$ cat src/rtl/mmap_arb_if.sv
// mmap_arb_if: requester handshakes plus register-port write bus of mmap_arb.
//   req0/req1 : valid/data in, ready out (ready is the only combinational output)
//   o_addr    : 0 = ctrl register, 1 = data register
//   o_we      : write strobe
//   o_data    : write data
//   o_owner   : requester id of the current/last transaction
//   o_busy    : sequencer is in CTRL, DATA or GAP
//   o_done    : one-cycle pulse during the data beat
// slave  = arbiter side, master = requesters + register slave side.
interface mmap_arb_if #(
  parameter int DATA_W = 32
);
  logic              i_req0_valid;
  logic [DATA_W-1:0] i_req0_data;
  logic              o_req0_ready;
  logic              i_req1_valid;
  logic [DATA_W-1:0] i_req1_data;
  logic              o_req1_ready;
  logic              o_addr;
  logic              o_we;
  logic [DATA_W-1:0] o_data;
  logic              o_owner;
  logic              o_busy;
  logic              o_done;

  modport slave (
    input  i_req0_valid, i_req0_data, i_req1_valid, i_req1_data,
    output o_req0_ready, o_req1_ready, o_addr, o_we, o_data, o_owner, o_busy, o_done
  );

  modport master (
    output i_req0_valid, i_req0_data, i_req1_valid, i_req1_data,
    input  o_req0_ready, o_req1_ready, o_addr, o_we, o_data, o_owner, o_busy, o_done
  );
endinterface

$ cat src/rtl/mmap_arb.sv
// mmap_arb: two-requester round-robin arbiter/sequencer for the accelerator
// register port. Each accepted word becomes a ctrl write (addr 0, data
// {0.., owner, 1}) followed by a data write (addr 1, latched word), then
// GAP_CYCLES idle cycles before the next grant.
//   i_clk : clock, rising edge
//   i_rst : asynchronous active-low reset
//   bus   : mmap_arb_if.slave (requester handshakes + write bus)
// GAP_CYCLES must lie in 0..15 (4-bit gap counter).
module mmap_arb #(
  parameter int DATA_W     = 32,
  parameter int GAP_CYCLES = 2
) (
  input  logic        i_clk,
  input  logic        i_rst,
  mmap_arb_if.slave   bus
);

  typedef enum logic [1:0] {IDLE, CTRL, DATA, GAP} state_t;

  localparam int         GAP_INIT_I = (GAP_CYCLES > 0) ? GAP_CYCLES - 1 : 0;
  localparam logic [3:0] GAP_INIT   = GAP_INIT_I[3:0];

  state_t            state_q, state_d;
  logic [DATA_W-1:0] word_q,  word_d;
  logic              owner_q, owner_d;
  logic              ptr_q,   ptr_d;   // last granted requester
  logic [3:0]        cnt_q,   cnt_d;

  logic sel;
  logic rdy0, rdy1;

  // Grant selection and ready: the only input-to-output combinational path.
  always_comb begin
    sel  = (bus.i_req0_valid && bus.i_req1_valid) ? ~ptr_q : bus.i_req1_valid;
    rdy0 = i_rst && (state_q == IDLE) && bus.i_req0_valid && !sel;
    rdy1 = i_rst && (state_q == IDLE) && bus.i_req1_valid &&  sel;
  end

  assign bus.o_req0_ready = rdy0;
  assign bus.o_req1_ready = rdy1;

  always_comb begin
    state_d = state_q;
    word_d  = word_q;
    owner_d = owner_q;
    ptr_d   = ptr_q;
    cnt_d   = cnt_q;
    case (state_q)
      IDLE: begin
        if (rdy0 || rdy1) begin
          word_d  = sel ? bus.i_req1_data : bus.i_req0_data;
          owner_d = sel;
          ptr_d   = sel;
          state_d = CTRL;
        end
      end
      CTRL: state_d = DATA;
      DATA: begin
        if (GAP_CYCLES > 0) begin
          state_d = GAP;
          cnt_d   = GAP_INIT;
        end else begin
          state_d = IDLE;
        end
      end
      GAP: begin
        if (cnt_q == 4'd0) state_d = IDLE;
        else               cnt_d   = cnt_q - 4'd1;
      end
      default: state_d = IDLE;
    endcase
  end

  always_ff @(posedge i_clk or negedge i_rst) begin
    if (!i_rst) begin
      state_q <= IDLE;
      word_q  <= '0;
      owner_q <= 1'b0;
      ptr_q   <= 1'b1;  // requester 0 wins the first contended grant
      cnt_q   <= 4'd0;
    end else begin
      state_q <= state_d;
      word_q  <= word_d;
      owner_q <= owner_d;
      ptr_q   <= ptr_d;
      cnt_q   <= cnt_d;
    end
  end

  // Write bus decoded from registered state only, so an asserted reset
  // drops o_we at once and no beat is ever replayed.
  always_comb begin
    bus.o_we    = 1'b0;
    bus.o_addr  = 1'b0;
    bus.o_data  = '0;
    bus.o_done  = 1'b0;
    bus.o_busy  = (state_q != IDLE);
    bus.o_owner = owner_q;
    case (state_q)
      CTRL: begin
        bus.o_we   = 1'b1;
        bus.o_data = {{(DATA_W-2){1'b0}}, owner_q, 1'b1};
      end
      DATA: begin
        bus.o_we   = 1'b1;
        bus.o_addr = 1'b1;
        bus.o_data = word_q;
        bus.o_done = 1'b1;
      end
      default: ;
    endcase
  end

endmodule

$ cat src/flat_wrapper.sv
// flat-port wrapper written by rule: the top's interface ports become plain ports
module mmap_arb_flat 
#(
  parameter int DATA_W     = 32,
  parameter int GAP_CYCLES = 2
)
  (i_clk, i_rst, bus_i_req0_valid, bus_i_req0_data, bus_i_req1_valid, bus_i_req1_data, bus_o_req0_ready, bus_o_req1_ready, bus_o_addr, bus_o_we, bus_o_data, bus_o_owner, bus_o_busy, bus_o_done);
  mmap_arb_if #(.DATA_W(DATA_W)) bus_i ();
  input  logic i_clk;
  input  logic i_rst;
  input wire logic [$bits(bus_i.i_req0_valid)-1:0] bus_i_req0_valid;
  input wire logic [$bits(bus_i.i_req0_data)-1:0] bus_i_req0_data;
  input wire logic [$bits(bus_i.i_req1_valid)-1:0] bus_i_req1_valid;
  input wire logic [$bits(bus_i.i_req1_data)-1:0] bus_i_req1_data;
  output wire logic [$bits(bus_i.o_req0_ready)-1:0] bus_o_req0_ready;
  output wire logic [$bits(bus_i.o_req1_ready)-1:0] bus_o_req1_ready;
  output wire logic [$bits(bus_i.o_addr)-1:0] bus_o_addr;
  output wire logic [$bits(bus_i.o_we)-1:0] bus_o_we;
  output wire logic [$bits(bus_i.o_data)-1:0] bus_o_data;
  output wire logic [$bits(bus_i.o_owner)-1:0] bus_o_owner;
  output wire logic [$bits(bus_i.o_busy)-1:0] bus_o_busy;
  output wire logic [$bits(bus_i.o_done)-1:0] bus_o_done;
  assign bus_i.i_req0_valid = bus_i_req0_valid;
  assign bus_i.i_req0_data = bus_i_req0_data;
  assign bus_i.i_req1_valid = bus_i_req1_valid;
  assign bus_i.i_req1_data = bus_i_req1_data;
  assign bus_o_req0_ready = bus_i.o_req0_ready;
  assign bus_o_req1_ready = bus_i.o_req1_ready;
  assign bus_o_addr = bus_i.o_addr;
  assign bus_o_we = bus_i.o_we;
  assign bus_o_data = bus_i.o_data;
  assign bus_o_owner = bus_i.o_owner;
  assign bus_o_busy = bus_i.o_busy;
  assign bus_o_done = bus_i.o_done;
  mmap_arb #(.DATA_W(DATA_W), .GAP_CYCLES(GAP_CYCLES)) u_core (.i_clk(i_clk), .i_rst(i_rst), .bus(bus_i));
endmodule
$ cat config.mk
export PLATFORM = sky130hd
export DESIGN_NAME = mmap_arb_flat
export DESIGN_NICKNAME = d
export VERILOG_FILES = /design/src/rtl/mmap_arb_if.sv /design/src/rtl/mmap_arb.sv /design/src/flat_wrapper.sv
export SDC_FILE = /design/constraint.sdc
export NUM_CORES = 1
export LEC_CHECK = 0
export CAP_MARGIN = 15
export CELL_PAD_IN_SITES_DETAIL_PLACEMENT = 0
export CELL_PAD_IN_SITES_GLOBAL_PLACEMENT = 2
export CORE_MARGIN = 3
export CORE_UTILIZATION = 21
export CTS_BUF_LIST = sky130_fd_sc_hd__clkbuf_8
export DETAILED_ROUTE_END_ITERATION = 10
export PLACE_DENSITY = 0.82
export SLEW_MARGIN = 10
export SYNTH_ARGS = -nofsm -noshare
export SYNTH_HDL_FRONTEND = slang
export SYNTH_SLANG_ARGS = --single-unit
$ cat constraint.sdc
create_clock -name i_clk -period 1.8 [get_ports i_clk]
set_input_delay 0.27 -clock i_clk [delete_from_list [all_inputs] [get_ports i_clk]]
set_output_delay 0.27 -clock i_clk [all_outputs]
set_load 0.02 [all_outputs]
==> results.rst <==
.. list-table::
   :header-rows: 1

   * - Metric
     - Value
   * - Outcome
     - completed
   * - Setup CP Type
     - reg2out
   * - Cell Area, Placed
     - 3510 um2
   * - Post-Synthesis Cells
     - 230
   * - Max-capacitance violation count
     - 0
   * - Number of antenna violations at the first check in global routing
     - 0
   * - CP Launch Type
     - flop
   * - Final GP Congestion
     - 0.708
   * - Post-route DRC
     - 0
   * - Relative slew slack
     - 75.8%
   * - Die area
     - ~12000 um2
   * - Total clock sinks
     - 40
   * - HPWL after detailed placement
     - 4770 um
   * - Clock slew seen by the registers of the worst setup and hold paths
     - 0.08 ns
   * - Starting Density
     - 22.2%
   * - Clock root buffer master
     - clkbuf_8
   * - Number of global-route vias before repair
     - 1998
   * - Worst hold-check path type
     - reg2reg
   * - Fill cell total of the finished layout
     - 1065
   * - Arrival @ worst endpoint
     - 1.49 ns
   * - Count of inserted antenna diode cells
     - 0
   * - Portion of the clock cycle consumed by the worst path in the final layout
     - 97.9%
   * - Static Leakage
     - 1.72 nW
   * - Average vias per placed instance
     - between 4 and 5
   * - Post-route clock skew
     - 0.00748 ns
   * - Overflow after GRT
     - 0
   * - CTS H-Tree Depth
     - 2
   * - Final-layout setup total negative slack
     - 0 ns
   * - Footprint of the multi-input gates
     - 1140 um2
   * - Setup crit start
     - u_core.state_q[1]$_DFFE_PN0P_
   * - Total number of placement rows
     - 36
   * - Footprint of the flip-flops and latches
     - roughly 1000 um2
   * - Maximum buffer depth of the clock tree
     - 2
   * - Standard cell core area
     - ~10000 um2
   * - Setup fix buffers added after clock tree synthesis
     - 0
   * - Port Buffers
     - 106
   * - Total count of hold-check failures in the final report
     - 0
   * - Critical Path RT
     - 1.53 ns
   * - Number of ports placed on the die boundary
     - 107
   * - Overall die height
     - between 100 and 150 um
   * - Mapped Area
     - 2230 um2
   * - Synth area leaders
     - dfrtp_1 44%, mux2i_1 15%, and2_1 8.4%, o21ai_0 7.9%, nand2_1 5.9%
   * - Pwr per Cell Area
     - ~1400 nW/um2
   * - NumNets Final
     - 421
   * - Series of cell instances along the critical path
     - inv_1, ha_2, and4_1, clkdlybuf4s15_2
   * - Share of post-route cells with drive strength above 1
     - 22.8%
   * - Library cells used by synthesis
     - 31
   * - Final routed wirelength across all metal layers
     - 6100 um
   * - Violation count after the first detailed-routing iteration
     - 46
   * - TritonCTS clock tree
     - built
   * - Critical path fanouts, max
     - 5
   * - Die Width
     - 109 um
   * - WL per Instance
     - 12.7 um
   * - Post-layout instance area
     - 3510 um2
   * - Warnings, synthesis
     - 0
   * - Post-route minimum period
     - 1.76 ns
   * - Post-synth top area share
     - 43.8%
   * - Synthesized area per cell
     - just under 10 um2
   * - Number of iterations in the first detailed-routing pass
     - 4
   * - Area leader, netlist
     - dfrtp_1
   * - Power Total
     - 0.00487 W
   * - Sequential element share of the synthesized area
     - 45.0%
   * - Flip-flop and latch count after synthesis
     - 40
   * - Overall routing resource usage
     - 10.1%
   * - Clock buffer count from CTS
     - 5
   * - Master of the slowest instance on the critical path
     - dfrtp_2
   * - Nature of the critical path endpoint
     - primary output
   * - RSZ-0062 raised after global routing
     - true
   * - Crit Reg-Reg Startpoint
     - u_core.cnt_q[1]$_DFFE_PN0P_
   * - Routed vias
     - 1951
   * - Clk_lat worst skew
     - 0.29 ns
   * - Number of pins exceeding their max-slew limit in the final report
     - 0
   * - Transition time at the pin with the least slew margin
     - approximately 0.36 ns
   * - Worst voltage drop across the vdd grid
     - 638 uV
   * - Timing-limited maximum frequency
     - approximately 570 MHz
   * - Area growth from synthesis to layout
     - 57.5%
   * - Delay of the slowest cell on the worst path
     - between 0.4 and 0.5 ns
   * - Setup Viol. Count Final
     - 0
   * - Startpoint of the tightest hold check path
     - u_core.word_q[17]$_DFFE_PN0P_
   * - Wire length of the first global-routing pass
     - 9430 um
   * - Mapped Nets
     - 305
   * - Count of nets left with antenna violations after detail routing
     - 0
   * - Pin count of the biggest net entering global routing
     - 37
## cell families after synthesis
group | share of synthesized area [%]
AO/OA/AOI/OAI | 11.7
adder cells (fa/ha/maj) | 3.93
buffers and inverters | 5.17
flip-flops | 45.0
multiplexers | 16.3
AND/OR/NAND/NOR | 17.9
## state kept, by name, indices dropped and copies added, names as in the netlist
| signal | cells |
|---|---|
| u_core.bus.o_owner | 1 |
| u_core.cnt_q | 4 |
| u_core.ptr_q | 1 |
| u_core.state_q | 2 |
| u_core.word_q | 32 |
## worst max-delay path, delay by kind of cell, from the launching register on
| kind | cells | cell delay (ns) |
|---|---|---|
| simple gates | 1 | 0.19 |
| fa+ha+maj | 1 | 0.22 |
| flops | 1 | 0.45 |
| buf+inv | 2 | 0.35 |
## cell usage in the layout, fill, tap and decap left out, types with 2 or more instances in the layout
master / count
a22oi_2: 2
and2_1: 30
buf_2: 32
buf_4: 20
clkbuf_2: 2
clkbuf_8: 6
clkdlybuf4s15_2: 2
clkdlybuf4s50_1: 67
dfrtp_1: 38
ha_1: 4
ha_2: 2
inv_1: 4
mux2i_1: 34
nand2_1: 35
nor2_1: 5
nor2b_1: 3
o21ai_0: 35
## stage by stage
stage / setup slack [ns] / hold WS, ns / instances / util, %
4_1_cts: -0.00784 / 0.484 / 480 / 36.8
5_1_grt: -0.0422 / 0.505 / 480 / 34.9
3_3_place_gp: -0.328 / 0.301 / 471 / 34.9
6_report: 0.0376 / 0.478 / 480 / 34.9
3_5_place_dp: -0.324 / 0.289 / 471 / 34.9
2_1_floorplan: 0.0267 / -0.0256 / 230 / -
## where the power goes
part | switching [W] | internal [W]
Combinational | 0.00135 | 0.00120
Sequential | 0.000219 | 0.00131
Clock | 0.000329 | 0.000454
## final timing paths
path	end	slack, ns	cells past startpoint
setup / recovery	bus_o_req0_ready	0.04	4
hold / removal	u_core.word_q[17]$_DFFE_PN0P_	0.48	2
setup reg to reg	u_core.state_q[1]$_DFFE_PN0P_	0.09	5
hold reg to reg	u_core.word_q[17]$_DFFE_PN0P_	0.48	2
max in group asynchronous	u_core.state_q[1]$_DFFE_PN0P_	0.94	3
min in group asynchronous	u_core.word_q[23]$_DFFE_PN0P_	0.52	3
## cells in the mapped netlist, drive strengths merged
library cell	number
a22oi	2
and4	1
a21o	1
nor3	1
mux2	2
nor2	6
or2b	1
inv	5
clkbuf	10
and2	30
a31oi	1
dfstp	1
o21bai	1
o2bb2ai	1
a21oi	2
nand3	1
buf	7
nand2	35
o211ai	1
dfrtp	39
mux2i	34
o21ai	35
a22o	1
nor2b	3
ha	7
a21bo	1
or3b	1
## metal layers
| metal | global-route usage (%) | up-vias | share of wire, % |
|---|---|---|---|
| met5 | 0 | - | 0 |
| li1 | - | 1001 | - |
| met1 | 11.5 | 883 | 40 |
| met2 | 17.8 | 62 | 51 |
| met4 | 2.43 | 0 | 0.92 |
| met3 | 3.73 | 5 | 8.2 |
## area by class of cell
class	instances	share of cell area, %
Clock buffer	6	2.35
Tap cell	133	4.74
Multi-Input combinational cell	168	32.5
Clock inverter	2	1.11
Timing Repair Buffer	126	30.2
Sequential cell	40	28.6
Inverter	5	0.535
## what timing repair did
| action | 4_1_cts | 5_1_grt |
|---|---|---|
| setup endpoints to repair | 38 | 39 |
| gates resized for setup | 123 | 40 |
| pin swaps | 0 | 1 |
| hold buffers | 1 | 0 |
| endpoints found under the hold margin | 12 | 0 |
(Power assumes the default switching activity.)
